===== config.mk =====
export PLATFORM = sky130hd
export DESIGN_NAME = eth_frame_serializer
export DESIGN_NICKNAME = d
export VERILOG_FILES = /design/src/rtl/eth_pkg.sv /design/src/rtl/axis_byte_reg.sv /design/src/rtl/eth_frame_serializer.sv
export SDC_FILE = /design/constraint.sdc
export NUM_CORES = 1
export LEC_CHECK = 0
export BUFFER_PORTS_ARGS = -buffer_cell sky130_fd_sc_hd__buf_2
export CORE_ASPECT_RATIO = 1.75
export CORE_UTILIZATION = 40
export CTS_CLUSTER_SIZE = 30
export DETAILED_ROUTE_END_ITERATION = 6
export GPL_TIMING_DRIVEN = 0
export PLACE_DENSITY = 0.65
export SLEW_MARGIN = 10
export SYNTH_ARGS = -nofsm -noshare
export SYNTH_HDL_FRONTEND = slang
export SYNTH_SLANG_ARGS = --single-unit

===== constraint.sdc =====
create_clock -name clk -period 11.4 [get_ports clk]
set_clock_uncertainty 0.15 [all_clocks]
set_input_delay 2.28 -clock clk [delete_from_list [all_inputs] [get_ports clk]]
set_output_delay 2.28 -clock clk [all_outputs]
set_load 0.01 [all_outputs]

===== src/rtl/eth_pkg.sv =====
// Shared types and constants for the Ethernet frame serializer.
// Contents:
//   ETH_HDR_BYTES  bytes in the dest MAC / src MAC / ethertype header
//   ETH_MIN_FRAME  default minimum frame length (header + payload, no FCS)
//   mac_t, ethertype_t, state_e
package eth_pkg;

  localparam int ETH_HDR_BYTES = 14;
  localparam int ETH_MIN_FRAME = 60;

  typedef logic [47:0] mac_t;
  typedef logic [15:0] ethertype_t;

  typedef enum logic [1:0] {
    ST_IDLE,
    ST_HEADER,
    ST_PAYLOAD,
    ST_PAD
  } state_e;

endpackage


===== src/rtl/axis_byte_reg.sv =====
// Single-entry registered AXI-Stream byte slice.
// Takes a new beat whenever the slot is empty or its current beat is being
// accepted; otherwise all output fields are held stable.
// Ports:
//   clk, rst          clock, synchronous active-high reset
//   load              a beat is offered this cycle (caller only asserts it
//                     when the slot can take it)
//   load_data/last/user  the offered beat
//   m_tdata/tvalid/tready/tlast/tuser  registered AXI-Stream output
module axis_byte_reg (
  input  logic       clk,
  input  logic       rst,
  input  logic       load,
  input  logic [7:0] load_data,
  input  logic       load_last,
  input  logic       load_user,
  output logic [7:0] m_tdata,
  output logic       m_tvalid,
  input  logic       m_tready,
  output logic       m_tlast,
  output logic       m_tuser
);

  always_ff @(posedge clk) begin
    if (rst) begin
      m_tvalid <= 1'b0;
      m_tdata  <= 8'h00;
      m_tlast  <= 1'b0;
      m_tuser  <= 1'b0;
    end else if (!m_tvalid || m_tready) begin
      m_tvalid <= load;
      if (load) begin
        m_tdata <= load_data;
        m_tlast <= load_last;
        m_tuser <= load_user;
      end else begin
        // keep sideband clean while the slot is empty
        m_tlast <= 1'b0;
        m_tuser <= 1'b0;
      end
    end
  end

endmodule


===== src/rtl/eth_frame_serializer.sv =====
// Ethernet frame serializer: accepts header fields plus a byte-wide payload
// stream and emits one 8-bit AXI-Stream frame (14-byte header then payload).
// Optional feature macro: ETH_PAD_EN -- zero-pad short frames up to
// MIN_FRAME_LEN bytes; tlast/tuser then move to the last pad byte.
// Ports:
//   clk, rst                         clock, synchronous active-high reset
//   s_eth_hdr_valid/ready            header handshake
//   s_eth_dest_mac/src_mac/type      header fields, MSB byte sent first
//   s_eth_payload_axis_t*            payload byte stream (tuser taken on tlast)
//   m_axis_t*                        serialized frame output (registered)
//   busy                             frame in flight (header accept .. final beat accepted)
module eth_frame_serializer
  import eth_pkg::*;
#(
  parameter int MIN_FRAME_LEN = ETH_MIN_FRAME
) (
  input  logic        clk,
  input  logic        rst,
  input  logic        s_eth_hdr_valid,
  output logic        s_eth_hdr_ready,
  input  logic [47:0] s_eth_dest_mac,
  input  logic [47:0] s_eth_src_mac,
  input  logic [15:0] s_eth_type,
  input  logic [7:0]  s_eth_payload_axis_tdata,
  input  logic        s_eth_payload_axis_tvalid,
  output logic        s_eth_payload_axis_tready,
  input  logic        s_eth_payload_axis_tlast,
  input  logic        s_eth_payload_axis_tuser,
  output logic [7:0]  m_axis_tdata,
  output logic        m_axis_tvalid,
  input  logic        m_axis_tready,
  output logic        m_axis_tlast,
  output logic        m_axis_tuser,
  output logic        busy
);

  state_e      state, state_nxt;
  logic        run;
  logic [15:0] byte_cnt, byte_cnt_nxt, cnt_inc;
  mac_t        dest_lat, src_lat;
  ethertype_t  type_lat;
  logic        out_free, hdr_fire;
  logic [111:0] hdr_bits;
  logic [6:0]  hdr_shift;
  logic [7:0]  hdr_byte;
  logic        ld, ld_last, ld_user;
  logic [7:0]  ld_data;
`ifdef ETH_PAD_EN
  logic        tuser_lat, tuser_lat_nxt;
`endif

  assign out_free = !m_axis_tvalid || m_axis_tready;
  assign cnt_inc  = (byte_cnt == 16'hFFFF) ? byte_cnt : byte_cnt + 16'd1;

  // run holds header ready low for the first cycle after reset is released
  assign s_eth_hdr_ready = run && (state == ST_IDLE) && out_free;
  assign hdr_fire        = s_eth_hdr_valid && s_eth_hdr_ready;
  assign busy            = (state != ST_IDLE) || m_axis_tvalid;

  // byte_cnt (1..13 while in HEADER) selects the next header byte, MSB first
  assign hdr_bits  = {dest_lat, src_lat, type_lat};
  assign hdr_shift = 7'd104 - {byte_cnt[3:0], 3'b000};
  assign hdr_byte  = 8'(hdr_bits >> hdr_shift);

  always_comb begin
    state_nxt                 = state;
    byte_cnt_nxt              = byte_cnt;
    ld                        = 1'b0;
    ld_data                   = 8'h00;
    ld_last                   = 1'b0;
    ld_user                   = 1'b0;
    s_eth_payload_axis_tready = 1'b0;
`ifdef ETH_PAD_EN
    tuser_lat_nxt             = tuser_lat;
`endif
    case (state)
      ST_IDLE: begin
        // first dest MAC byte goes straight from the input port so it is
        // on the output the cycle after the header handshake
        if (hdr_fire) begin
          ld           = 1'b1;
          ld_data      = s_eth_dest_mac[47:40];
          byte_cnt_nxt = 16'd1;
          state_nxt    = ST_HEADER;
        end
      end
      ST_HEADER: begin
        if (out_free) begin
          ld           = 1'b1;
          ld_data      = hdr_byte;
          byte_cnt_nxt = cnt_inc;
          if (byte_cnt == 16'(ETH_HDR_BYTES - 1)) state_nxt = ST_PAYLOAD;
        end
      end
      ST_PAYLOAD: begin
        s_eth_payload_axis_tready = out_free;
        if (s_eth_payload_axis_tvalid && out_free) begin
          ld           = 1'b1;
          ld_data      = s_eth_payload_axis_tdata;
          byte_cnt_nxt = cnt_inc;
          if (s_eth_payload_axis_tlast) begin
`ifdef ETH_PAD_EN
            if (cnt_inc < 16'(MIN_FRAME_LEN)) begin
              tuser_lat_nxt = s_eth_payload_axis_tuser;
              state_nxt     = ST_PAD;
            end else begin
              ld_last   = 1'b1;
              ld_user   = s_eth_payload_axis_tuser;
              state_nxt = ST_IDLE;
            end
`else
            ld_last   = 1'b1;
            ld_user   = s_eth_payload_axis_tuser;
            state_nxt = ST_IDLE;
`endif
          end
        end
      end
`ifdef ETH_PAD_EN
      ST_PAD: begin
        if (out_free) begin
          ld           = 1'b1;
          ld_data      = 8'h00;
          byte_cnt_nxt = cnt_inc;
          if (cnt_inc == 16'(MIN_FRAME_LEN)) begin
            ld_last   = 1'b1;
            ld_user   = tuser_lat;
            state_nxt = ST_IDLE;
          end
        end
      end
`endif
      default: state_nxt = ST_IDLE;
    endcase
  end

  always_ff @(posedge clk) begin
    if (rst) begin
      state    <= ST_IDLE;
      byte_cnt <= 16'd0;
      run      <= 1'b0;
`ifdef ETH_PAD_EN
      tuser_lat <= 1'b0;
`endif
    end else begin
      state    <= state_nxt;
      byte_cnt <= byte_cnt_nxt;
      run      <= 1'b1;
`ifdef ETH_PAD_EN
      tuser_lat <= tuser_lat_nxt;
`endif
    end
  end

  always_ff @(posedge clk) begin
    if (hdr_fire) begin
      dest_lat <= s_eth_dest_mac;
      src_lat  <= s_eth_src_mac;
      type_lat <= s_eth_type;
    end
  end

  axis_byte_reg u_out (
    .clk       (clk),
    .rst       (rst),
    .load      (ld),
    .load_data (ld_data),
    .load_last (ld_last),
    .load_user (ld_user),
    .m_tdata   (m_axis_tdata),
    .m_tvalid  (m_axis_tvalid),
    .m_tready  (m_axis_tready),
    .m_tlast   (m_axis_tlast),
    .m_tuser   (m_axis_tuser)
  );

endmodule


==> qor.yml <==
cp_slowest_stage_delay_ps: 180
die-width_um: 94.61
fin_cells: 767
root_buffer: "clkbuf_16"
io_pins: 141
cpMostUsedCell: "buf_2"
synth_edf_count: 112
cp_data_arrival_time_ps: 2990
synth.most_common_cell: "edfxtp_1"
vias: 4249
min_path_type: "register to register"
post_drt_wl_per_cell_um: 19.67
synth_ff_type: "edfxtp_1"
clockBufferDepth: 2
start_kind: "primary input"
io_buffers: 140
cts_hold_buf: 0
drc_errors: 0
clock.fmax_mhz: 184.6
die_y_um: 164.1
placed_area_um2: 6963
setup_tns_ps: 0
placementRows: 58
place_ws_ps: 5977
cts_tree: "yes"
finalSetupViolCount: 0
worstSetupPathType: "primary input to primary output"
p_sw_mw: 0.5152
grt_max_degree: 105
worst_slew_pin_slew_ps: 878.4
fin_crit_ps: 5418
grt_usage: 0.2056
synth.avg_cell_area_um2: 14.54
antenna_found_initial: 2
synth_warnings: 0
internal-power_mw: 1.176
viasPerCell: 5.540
ir_drop_v: 0.0001151
finalCritPeriodShare: 0.4752
setup_ws_ps: 5982
insertion_delay_ps: 410
rsz0062_at_grt: "false"
grt_pass1_wl_um: 23090
wirelength_um: 15090
grt_pass1_vias: 4439
status: "complete, no violations"
synth_nets: 550
start_util: 0.4136
max_slew_margin: 0.4099
synth_seq_cells: 142
p_comb_frac: 0.263
post_cts_buffers: 0
nets: 710
syn_to_final_growth_pct: 26.20
power_leakage_nw: 2.749
dieArea_um2: 15520
place_congestion: 0.8906
postSynthCellCount: 413
postRouteAntennaNets: 0
ys_seq_area_frac: 0.6603
synth_top_area_cell: "edfxtp_1"
synth_top_area_frac: 0.5602
dr.pass1.iters: 5
grt_overflow: 0
finalMaxSlewViolations: 0
drtIter0Drc: 246
hpwl_um: 11120
power_frac_seq: 0.401
cts_max_level: 4
synthArstFlopShare: 0
path_cells: "buf_2 > nand2b_1 > buf_4 > and3_1 > buf_2"
end_kind: "primary output"
cts_buffers: 17
n_fill_cell: 1256
synth_commonest_cells: "112 x edfxtp_1, 30 x dfxtp_1, 23 x a21oi_1"
swShare: 0.3046
cts_resized: 0
power.density_nw_per_um2: 223.3
cts.sinks: 142
placed_cells: 734
clk_pin_slew_ps: 60
core_um2: 14510
whs_ps: 308.1
crit_path_max_fanout: 9
synthTopCellsByArea: "edfxtp_1 56%, dfxtp_1 10%, mux4_2 6.0%"
fin_area_um2: 7576
pwr-share-clk: 0.336
final_hold_viol_count: 0
worst_path_max_delay_cell: "and3_1"
netlist_area_um2: 6003
synthDistinctLibCells: 48
drv_cap: 0
critPathRequiredTime_ps: 8970
drive_gt1_frac: 0.3726
==> kinds of logic after synthesis <==
logic type | count (synthesis) | synth area share
adders and majority gates | 10 | 0.02084
AOI/OAI and AO/OA | 90 | 0.1032
and+or+nand+nor | 102 | 0.09671
DFF | 142 | 0.6603
buffers and inverters | 34 | 0.02418
muxes | 34 | 0.09337
xor gates and xnor gates | 1 | 0.001459
==> placed cells by master (no fill, tap or decap), types with 4 or more instances in the layout <==
master / n
buf_2: 150
edfxtp_1: 112
dfxtp_1: 30
a21oi_1: 23
nand3_1: 20
nand2_1: 17
clkbuf_16: 17
mux2_2: 16
mux4_2: 16
o21ai_0: 13
clkbuf_1: 12
nor2_1: 11
a31oi_1: 10
ha_1: 10
inv_1: 9
a22oi_1: 8
a221oi_1: 7
nor3b_1: 6
o22a_1: 6
nand4_1: 6
or4_1: 6
and3_1: 6
o31ai_1: 6
o41ai_1: 5
nand2b_1: 4
or3_1: 4
nor3_1: 4
and4_1: 4
inv_6: 4
==> stage by stage <==
step / power [mW] / util
2_1_floorplan: 0.9740 / -
3_3_place_gp: 1.123 / 0.4774
3_5_place_dp: 1.136 / 0.4797
4_1_cts: 1.703 / 0.5216
5_1_grt: 1.765 / 0.5220
6_report: 1.692 / 0.5220
==> power groups by stage <==
stage	clock network (mW)	registers, mW	logic [mW]
global placement	0	0.689	0.434
detailed placement	0	0.688	0.448
finish	0.568	0.679	0.444
CTS	0.574	0.678	0.450
floorplan	0	0.689	0.285
global route	0.596	0.686	0.483
==> worst max-delay path: cells and delay by family <==
kind | cells | cell delay (ps)
buffers and inverters | 3 | 400
and+or+nand+nor | 2 | 310
==> cell type report <==
type	count	area [µm²]	area share
Sequential cell	142	3964	0.5232
Multi-Input combinational cell	237	1894	0.2500
Timing Repair Buffer	141	728.2	0.09612
Clock buffer	17	425.4	0.05615
Tap cell	180	225.2	0.02973
Clock inverter	14	182.7	0.02411
Buffer	25	117.6	0.01552
Inverter	9	33.78	0.004459
Antenna cell	2	5.005	0.0006606
==> registers in the layout, indices dropped and copies added, names as in the netlist <==
| register | flops |
|---|---|
| dest_lat | 48 |
| type_lat | 16 |
| u_out.m_tuser | 1 |
| u_out.m_tvalid | 1 |
| u_out.m_tlast | 1 |
| state | 2 |
| run | 1 |
| u_out.m_tdata | 8 |
| src_lat | 48 |
| byte_cnt | 16 |
==> worst paths after layout <==
check	endpoint	slack [ps]	depth (start not counted)	startpoint
setup / recovery	s_eth_hdr_ready	5980	5	m_axis_tready
hold / removal	u_out.m_tuser$_SDFFE_PP0P_	310	2	u_out.m_tuser$_SDFFE_PP0P_
setup reg to reg	state[1]$_SDFFE_PP0P_	8530	8	byte_cnt[1]$_SDFFE_PP0P_
hold reg to reg	u_out.m_tuser$_SDFFE_PP0P_	310	2	u_out.m_tuser$_SDFFE_PP0P_
==> routing by layer <==
metal / track usage / up-vias / part of all wire
met2: 0.3715 / 178 / 0.55
met1: 0.2116 / 2044 / 0.35
li1: - / 1983 / -
met3: 0.04861 / 44 / 0.057
met5: 0 / - / 0
met4: 0.1171 / 0 / 0.042
No activity file was read; power rests on OpenSTA's default activity.
